### src/rtl/fifo_buffer_pkg.sv
// Shared defaults and types for the fifo_buffer slice.
package fifo_buffer_pkg;

   localparam int FIFO_DATA_WIDTH = 8;
   localparam int FIFO_DEPTH      = 8;
   localparam int FIFO_ADDR_WIDTH = 3;

   typedef logic [FIFO_ADDR_WIDTH:0]   ptr_t;
   typedef logic [FIFO_DATA_WIDTH-1:0] data_t;

endpackage

### src/rtl/fifo_mem.sv
// Register-array FIFO storage: one synchronous write port, one registered read port.
// The array itself is never reset; only the read data register is.
module fifo_mem import fifo_buffer_pkg::*; #(
   parameter int DATA_WIDTH = FIFO_DATA_WIDTH,
   parameter int DEPTH      = FIFO_DEPTH,
   parameter int ADDR_WIDTH = FIFO_ADDR_WIDTH
) (
   input  logic                  clk,
   input  logic                  reset,
   input  logic                  wr_en,
   input  logic [ADDR_WIDTH-1:0] wr_addr,
   input  logic [DATA_WIDTH-1:0] wr_data,
   input  logic                  rd_en,
   input  logic [ADDR_WIDTH-1:0] rd_addr,
   output logic [DATA_WIDTH-1:0] rd_data
);

   logic [DATA_WIDTH-1:0] mem_q [DEPTH];
   logic [DATA_WIDTH-1:0] mem_d [DEPTH];
   logic [DATA_WIDTH-1:0] rd_data_q;
   logic [DATA_WIDTH-1:0] rd_data_d;

   always_comb begin
      mem_d = mem_q;
      if (wr_en) begin
         mem_d[wr_addr] = wr_data;
      end
   end

   // Read data holds unless a read is accepted this cycle.
   always_comb begin
      rd_data_d = rd_data_q;
      if (rd_en) begin
         rd_data_d = mem_q[rd_addr];
      end
   end

   always_ff @(posedge clk) begin
      mem_q <= mem_d;
   end

   always_ff @(posedge clk or negedge reset) begin
      if (!reset) begin
         rd_data_q <= '0;
      end else begin
         rd_data_q <= rd_data_d;
      end
   end

   assign rd_data = rd_data_q;

endmodule

### src/rtl/fifo_buffer.sv
// Single-clock FIFO with wrap-bit pointers and combinational full/empty.
// Define FIFO_ERR_FLAGS_EN to add registered overflow/underflow pulse outputs.
module fifo_buffer import fifo_buffer_pkg::*; #(
   parameter int DATA_WIDTH = FIFO_DATA_WIDTH,
   parameter int DEPTH      = FIFO_DEPTH,
   parameter int ADDR_WIDTH = FIFO_ADDR_WIDTH
) (
   input  logic                  clk,
   input  logic                  reset,
   input  logic                  write_e,
   input  logic                  read_e,
   input  logic [DATA_WIDTH-1:0] data_in,
   output logic [DATA_WIDTH-1:0] data_out,
   output logic                  full,
   output logic                  empty,
`ifdef FIFO_ERR_FLAGS_EN
   output logic                  overflow,
   output logic                  underflow,
`endif
   output logic [ADDR_WIDTH:0]   write_ptr,
   output logic [ADDR_WIDTH:0]   read_ptr
);

   localparam logic [ADDR_WIDTH:0] PTR_STEP = {{ADDR_WIDTH{1'b0}}, 1'b1};

   logic [ADDR_WIDTH:0] wr_ptr_q;
   logic [ADDR_WIDTH:0] wr_ptr_d;
   logic [ADDR_WIDTH:0] rd_ptr_q;
   logic [ADDR_WIDTH:0] rd_ptr_d;
   logic                wr_accept;
   logic                rd_accept;

   // Both requests are judged against the flags as they stand before the edge,
   // so a full FIFO never writes through and an empty one never bypasses.
   always_comb begin
      empty     = (wr_ptr_q == rd_ptr_q);
      full      = (wr_ptr_q[ADDR_WIDTH] != rd_ptr_q[ADDR_WIDTH]) &&
                  (wr_ptr_q[ADDR_WIDTH-1:0] == rd_ptr_q[ADDR_WIDTH-1:0]);
      wr_accept = write_e && !full;
      rd_accept = read_e && !empty;
      wr_ptr_d  = wr_accept ? (wr_ptr_q + PTR_STEP) : wr_ptr_q;
      rd_ptr_d  = rd_accept ? (rd_ptr_q + PTR_STEP) : rd_ptr_q;
   end

   always_ff @(posedge clk or negedge reset) begin
      if (!reset) begin
         wr_ptr_q <= '0;
         rd_ptr_q <= '0;
      end else begin
         wr_ptr_q <= wr_ptr_d;
         rd_ptr_q <= rd_ptr_d;
      end
   end

   fifo_mem #(
      .DATA_WIDTH (DATA_WIDTH),
      .DEPTH      (DEPTH),
      .ADDR_WIDTH (ADDR_WIDTH)
   ) u_mem (
      .clk     (clk),
      .reset   (reset),
      .wr_en   (wr_accept),
      .wr_addr (wr_ptr_q[ADDR_WIDTH-1:0]),
      .wr_data (data_in),
      .rd_en   (rd_accept),
      .rd_addr (rd_ptr_q[ADDR_WIDTH-1:0]),
      .rd_data (data_out)
   );

   assign write_ptr = wr_ptr_q;
   assign read_ptr  = rd_ptr_q;

`ifdef FIFO_ERR_FLAGS_EN
   logic overflow_q;
   logic overflow_d;
   logic underflow_q;
   logic underflow_d;

   always_comb begin
      overflow_d  = write_e && full;
      underflow_d = read_e && empty;
   end

   always_ff @(posedge clk or negedge reset) begin
      if (!reset) begin
         overflow_q  <= 1'b0;
         underflow_q <= 1'b0;
      end else begin
         overflow_q  <= overflow_d;
         underflow_q <= underflow_d;
      end
   end

   assign overflow  = overflow_q;
   assign underflow = underflow_q;
`endif

endmodule

### config.mk
export PLATFORM = sky130hd
export DESIGN_NAME = fifo_buffer
export DESIGN_NICKNAME = d
export VERILOG_FILES = /design/src/rtl/fifo_buffer_pkg.sv /design/src/rtl/fifo_mem.sv /design/src/rtl/fifo_buffer.sv
export SDC_FILE = /design/constraint.sdc
export NUM_CORES = 1
export LEC_CHECK = 0
export CORE_ASPECT_RATIO = 1.1
export CORE_MARGIN = 1.5
export CORE_UTILIZATION = 50
export CTS_BUF_LIST = sky130_fd_sc_hd__clkbuf_16
export CTS_CLUSTER_DIAMETER = 80
export DETAILED_ROUTE_END_ITERATION = 12
export GPL_TIMING_DRIVEN = 0
export PLACE_DENSITY = 0.71
export RECOVER_POWER = 100
export SLEW_MARGIN = 20
export SYNTH_ARGS = -nofsm -noshare
export SYNTH_HDL_FRONTEND = slang
export SYNTH_SLANG_ARGS = --single-unit
### constraint.sdc
create_clock -name clk -period 2.4 [get_ports clk]
set_input_delay 0.48 -clock clk [delete_from_list [all_inputs] [get_ports clk]]
set_output_delay 0.48 -clock clk [all_outputs]
set_load 0.05 [all_outputs]
==> key figures <==
Synth
  • Main flop type after synthesis: sky130_fd_sc_hd__edfxtp_1
  • Number of warnings printed during yosys synthesis: 0
  • Flip-flop and latch count after synthesis: 80
  • Portion of synthesized cell area occupied by the leading cell type: 0.603
  • Synth Cell Area: 3190 um2
  • Netlist cell types: 25
  • Async SR Flop Fraction: 0.200
  • Post-synthesis cell type with the largest combined area: sky130_fd_sc_hd__edfxtp_1
  • Post-synth EDFFs: 64
  • Cell count after synthesis: 168
  • Synth Net Count: around 180
  • Synth Area per Inst: 19.0 um2
  • Seq/Total Area, Yosys: 0.728
  • Synth top area cells: sky130_fd_sc_hd__edfxtp_1 (60%), sky130_fd_sc_hd__dfrtp_1 (13%), sky130_fd_sc_hd__mux4_2 (11%), sky130_fd_sc_hd__mux2i_1 (2.5%), sky130_fd_sc_hd__xor2_1 (1.4%)

Placed design
  • Total half-perimeter wirelength after legalization and detailed placement: 3710 um
  • PortBufs: 29
  • Final weighted congestion in routability-driven placement: just over 0.7

Setup path
  • Crit path launch type: flip-flop
  • Crit end category: flip-flop
  • FF-to-FF setup slack: about 0.007 ns
  • Critical path class: reg -> reg
  • Max Fanout on Critical Path: 8
  • Worst Path Required: 2.36 ns
  • Arrival @ worst endpoint: 2.35 ns

Pwr
  • Power per cell area: 1430 nW/um2
  • Worst voltage drop across the vdd grid: 0.000956 V
  • Total power after layout: 5590 uW
  • Lkg Pwr: about 0.0014 uW

STA
  • Worst hold slack after final layout: 0.483 ns
  • Setup repair after global routing missed its margin: yes
  • Measured slew at the worst slew-check pin: ~1.0 ns
  • Top achievable clock speed: approximately 420 MHz
  • Final setup fails: 0
  • Min Tclk post-route: 2.39 ns
  • Final Max Slew Viols: 0
  • Largest clock skew in the final design: 0.00431 ns
  • Final hold violation count: 0
  • Share of the clock period used by the worst path after layout: 0.997
  • Headroom to the max-slew limit: 0.328

Route
  • Via count of the routed design: 1657
  • Drt first-iter violations: 141
  • Detail Route Antenna Nets: 0
  • Total DRC errors in the routed layout: 0
  • Number of iterations in the first detailed-routing pass: 4
  • Final wirelength: 6070 um
  • Average vias per placed instance: 5.66
  • Average wire per standard cell: 20.7 um

CTS
  • Cell at the root of the clock tree: sky130_fd_sc_hd__clkbuf_16
  • H-tree depth reported by CTS: 3
  • Maximum buffer depth of the clock tree: 2
  • TritonCTS Buffers: 9
  • Post-CTS Repair Setup Buffers: 0
  • CTS tree: yes
  • Clock latency on the worst-skew pair: 0.33 ns
  • CTS Hold Bufs: 0
  • Clock Pin Slew Worst Setup and Hold Paths: approximately 0.06 ns
  • Sinks on Clock Net: 80

Cells and area
  • Combined area of the multi-input logic cells: 860 um2
  • Register Area: 2320 um2
  • ANT cells: 0
  • Ratio of cells with drive above 1 in the final layout: 0.235
  • Nets@finish: between 200 and 250
  • Synthesis-to-layout area growth: 22.8%
  • End-of-flow core utilization: 0.636
  • Number of fillers in the final layout: 443

Floorplan
  • Die outline width: 79.2 um
  • DIE AREA: 6870 um2
  • Initial standard-cell utilization of the core: 0.518
  • Floorplan die height: 86.8 um
  • Core Area: 6160 um2
  • Total number of placement rows: 30
  • IO Count: 30

Global route
  • Overflow left after global routing: 0
  • Tot GR Track Use: 0.194
  • Antenna violations before repair: 0
  • Pin count of the biggest net entering global routing: 17
  • Global-route wire length before repair: just over 9000 um
  • Vias in the first global route: 1710

Flow run
  • Max-cap viol count: 0

Run status
  • Outcome: finished clean

Min path
  • Worst hold-check path type: reg -> reg
area by class of cell:
class	count	share of cell area
inverter	3	0.00288
timing repair buffer	29	0.0729
clock buffer	9	0.0575
sequential	80	0.593
clock inverter	7	0.0166
multi-input combinational	77	0.220
buffer	8	0.0118
tap	80	0.0256
stage by stage:
step                setup TNS (ns)  std cells  worst slack (ns)  area (um2)
finish                           0        293           0.00700        3920
global route                 -2.86        293            -0.192        3920
CTS                        -0.0659        293           -0.0112        3900
detailed placement           -5.90        277            -0.226        3600
global placement             -4.28        277            -0.163        3600
floorplan                   -0.213        168            -0.107        3210
worst paths after layout:
check                           cells after the start                          from                           end
worst max-delay path                                4      write_ptr[2]$_DFFE_PN0P_     u_mem.mem_q[51]$_DFFE_PP_
worst min-delay path                                2  u_mem.rd_data[6]$_DFFE_PN0P_  u_mem.rd_data[6]$_DFFE_PN0P_
worst max register to register                      4      write_ptr[2]$_DFFE_PN0P_     u_mem.mem_q[51]$_DFFE_PP_
worst min register to register                      2  u_mem.rd_data[6]$_DFFE_PN0P_  u_mem.rd_data[6]$_DFFE_PN0P_
max in group asynchronous                           1                         reset  u_mem.rd_data[4]$_DFFE_PN0P_
min in group asynchronous                           1                         reset      write_ptr[3]$_DFFE_PN0P_
synth_stat cells, types with 2 or more instances:
| cell type | number |
|---|---|
| sky130_fd_sc_hd__mux2i_1 | 8 |
| sky130_fd_sc_hd__inv_1 | 3 |
| sky130_fd_sc_hd__buf_2 | 4 |
| sky130_fd_sc_hd__edfxtp_1 | 64 |
| sky130_fd_sc_hd__o21ai_1 | 8 |
| sky130_fd_sc_hd__xnor2_1 | 4 |
| sky130_fd_sc_hd__mux2_1 | 2 |
| sky130_fd_sc_hd__mux4_2 | 16 |
| sky130_fd_sc_hd__xor2_1 | 5 |
| sky130_fd_sc_hd__dfrtp_1 | 16 |
| sky130_fd_sc_hd__nor2_1 | 8 |
| sky130_fd_sc_hd__nand2b_1 | 3 |
| sky130_fd_sc_hd__xor2_2 | 2 |
| sky130_fd_sc_hd__nor3_1 | 4 |
| sky130_fd_sc_hd__nand2_1 | 9 |
| sky130_fd_sc_hd__ha_1 | 2 |
| sky130_fd_sc_hd__buf_4 | 2 |
logic make-up after synthesis:
logic type,share of synthesized area
XOR/XNOR,0.0349
multiplexers,0.145
AND/OR/NAND/NOR,0.0408
AO/OA/AOI/OAI,0.0263
buffers and inverters,0.0169
adder cells (fa/ha/maj),0.00784
flip-flops,0.728
registers in the layout (all words and copies together), names as in the netlist:
name,cells
write_ptr,4
u_mem.rd_data,8
read_ptr,4
u_mem.mem_q,64
routing by layer:
| metal | vias up | global-route usage | wire [um] |
|---|---|---|---|
| li1 | 732 | - | - |
| met1 | 841 | 0.229 | 2370 |
| met2 | 68 | 0.322 | 3170 |
| met3 | 16 | 0.0379 | 350 |
| met4 | 0 | 0.129 | 180 |
| met5 | - | 0 | 0 |
cells in the final DEF (no fill, tap or decap), drive strengths merged:
cell type / Yosys / layout
xor2: 7 / 7
o21ai: 8 / 8
o41ai: 2 / 2
inv: 3 / 4
mux2i: 8 / 8
nor2: 8 / 8
dfrtp: 16 / 16
nand2: 9 / 9
buf: 7 / 5
dlygate4sd3: 0 / 21
clkdlybuf4s50: 0 / 6
edfxtp: 64 / 64
clkbuf: 1 / 14
nand2b: 3 / 3
or2: 2 / 2
mux4: 16 / 16
nor3: 5 / 5
mux2: 2 / 2
clkinv: 0 / 5
nand3: 1 / 1
bufinv: 0 / 1
xnor2: 4 / 4
ha: 2 / 2
worst max-delay path, cell delays in order, from the launching register on:
cell	delay, ns
sky130_fd_sc_hd__dfrtp_1	0.41
sky130_fd_sc_hd__xor2_1	0.48
sky130_fd_sc_hd__o41ai_4	0.17
sky130_fd_sc_hd__nand2b_1	0.28
sky130_fd_sc_hd__nor2_1	0.68
what timing repair did:
action | in CTS | in global routing
setup endpoints to repair | 58 | 27
resized for setup | 16 | 5
gates cloned | 0 | 0
where the power goes:
part           internal (uW)  switching, uW  leakage, uW
logic                    826           1450     0.000458
registers               1830            170     0.000772
clock network            797            517     0.000148
total                   3450           2130      0.00138
(Power assumes the default switching activity.)
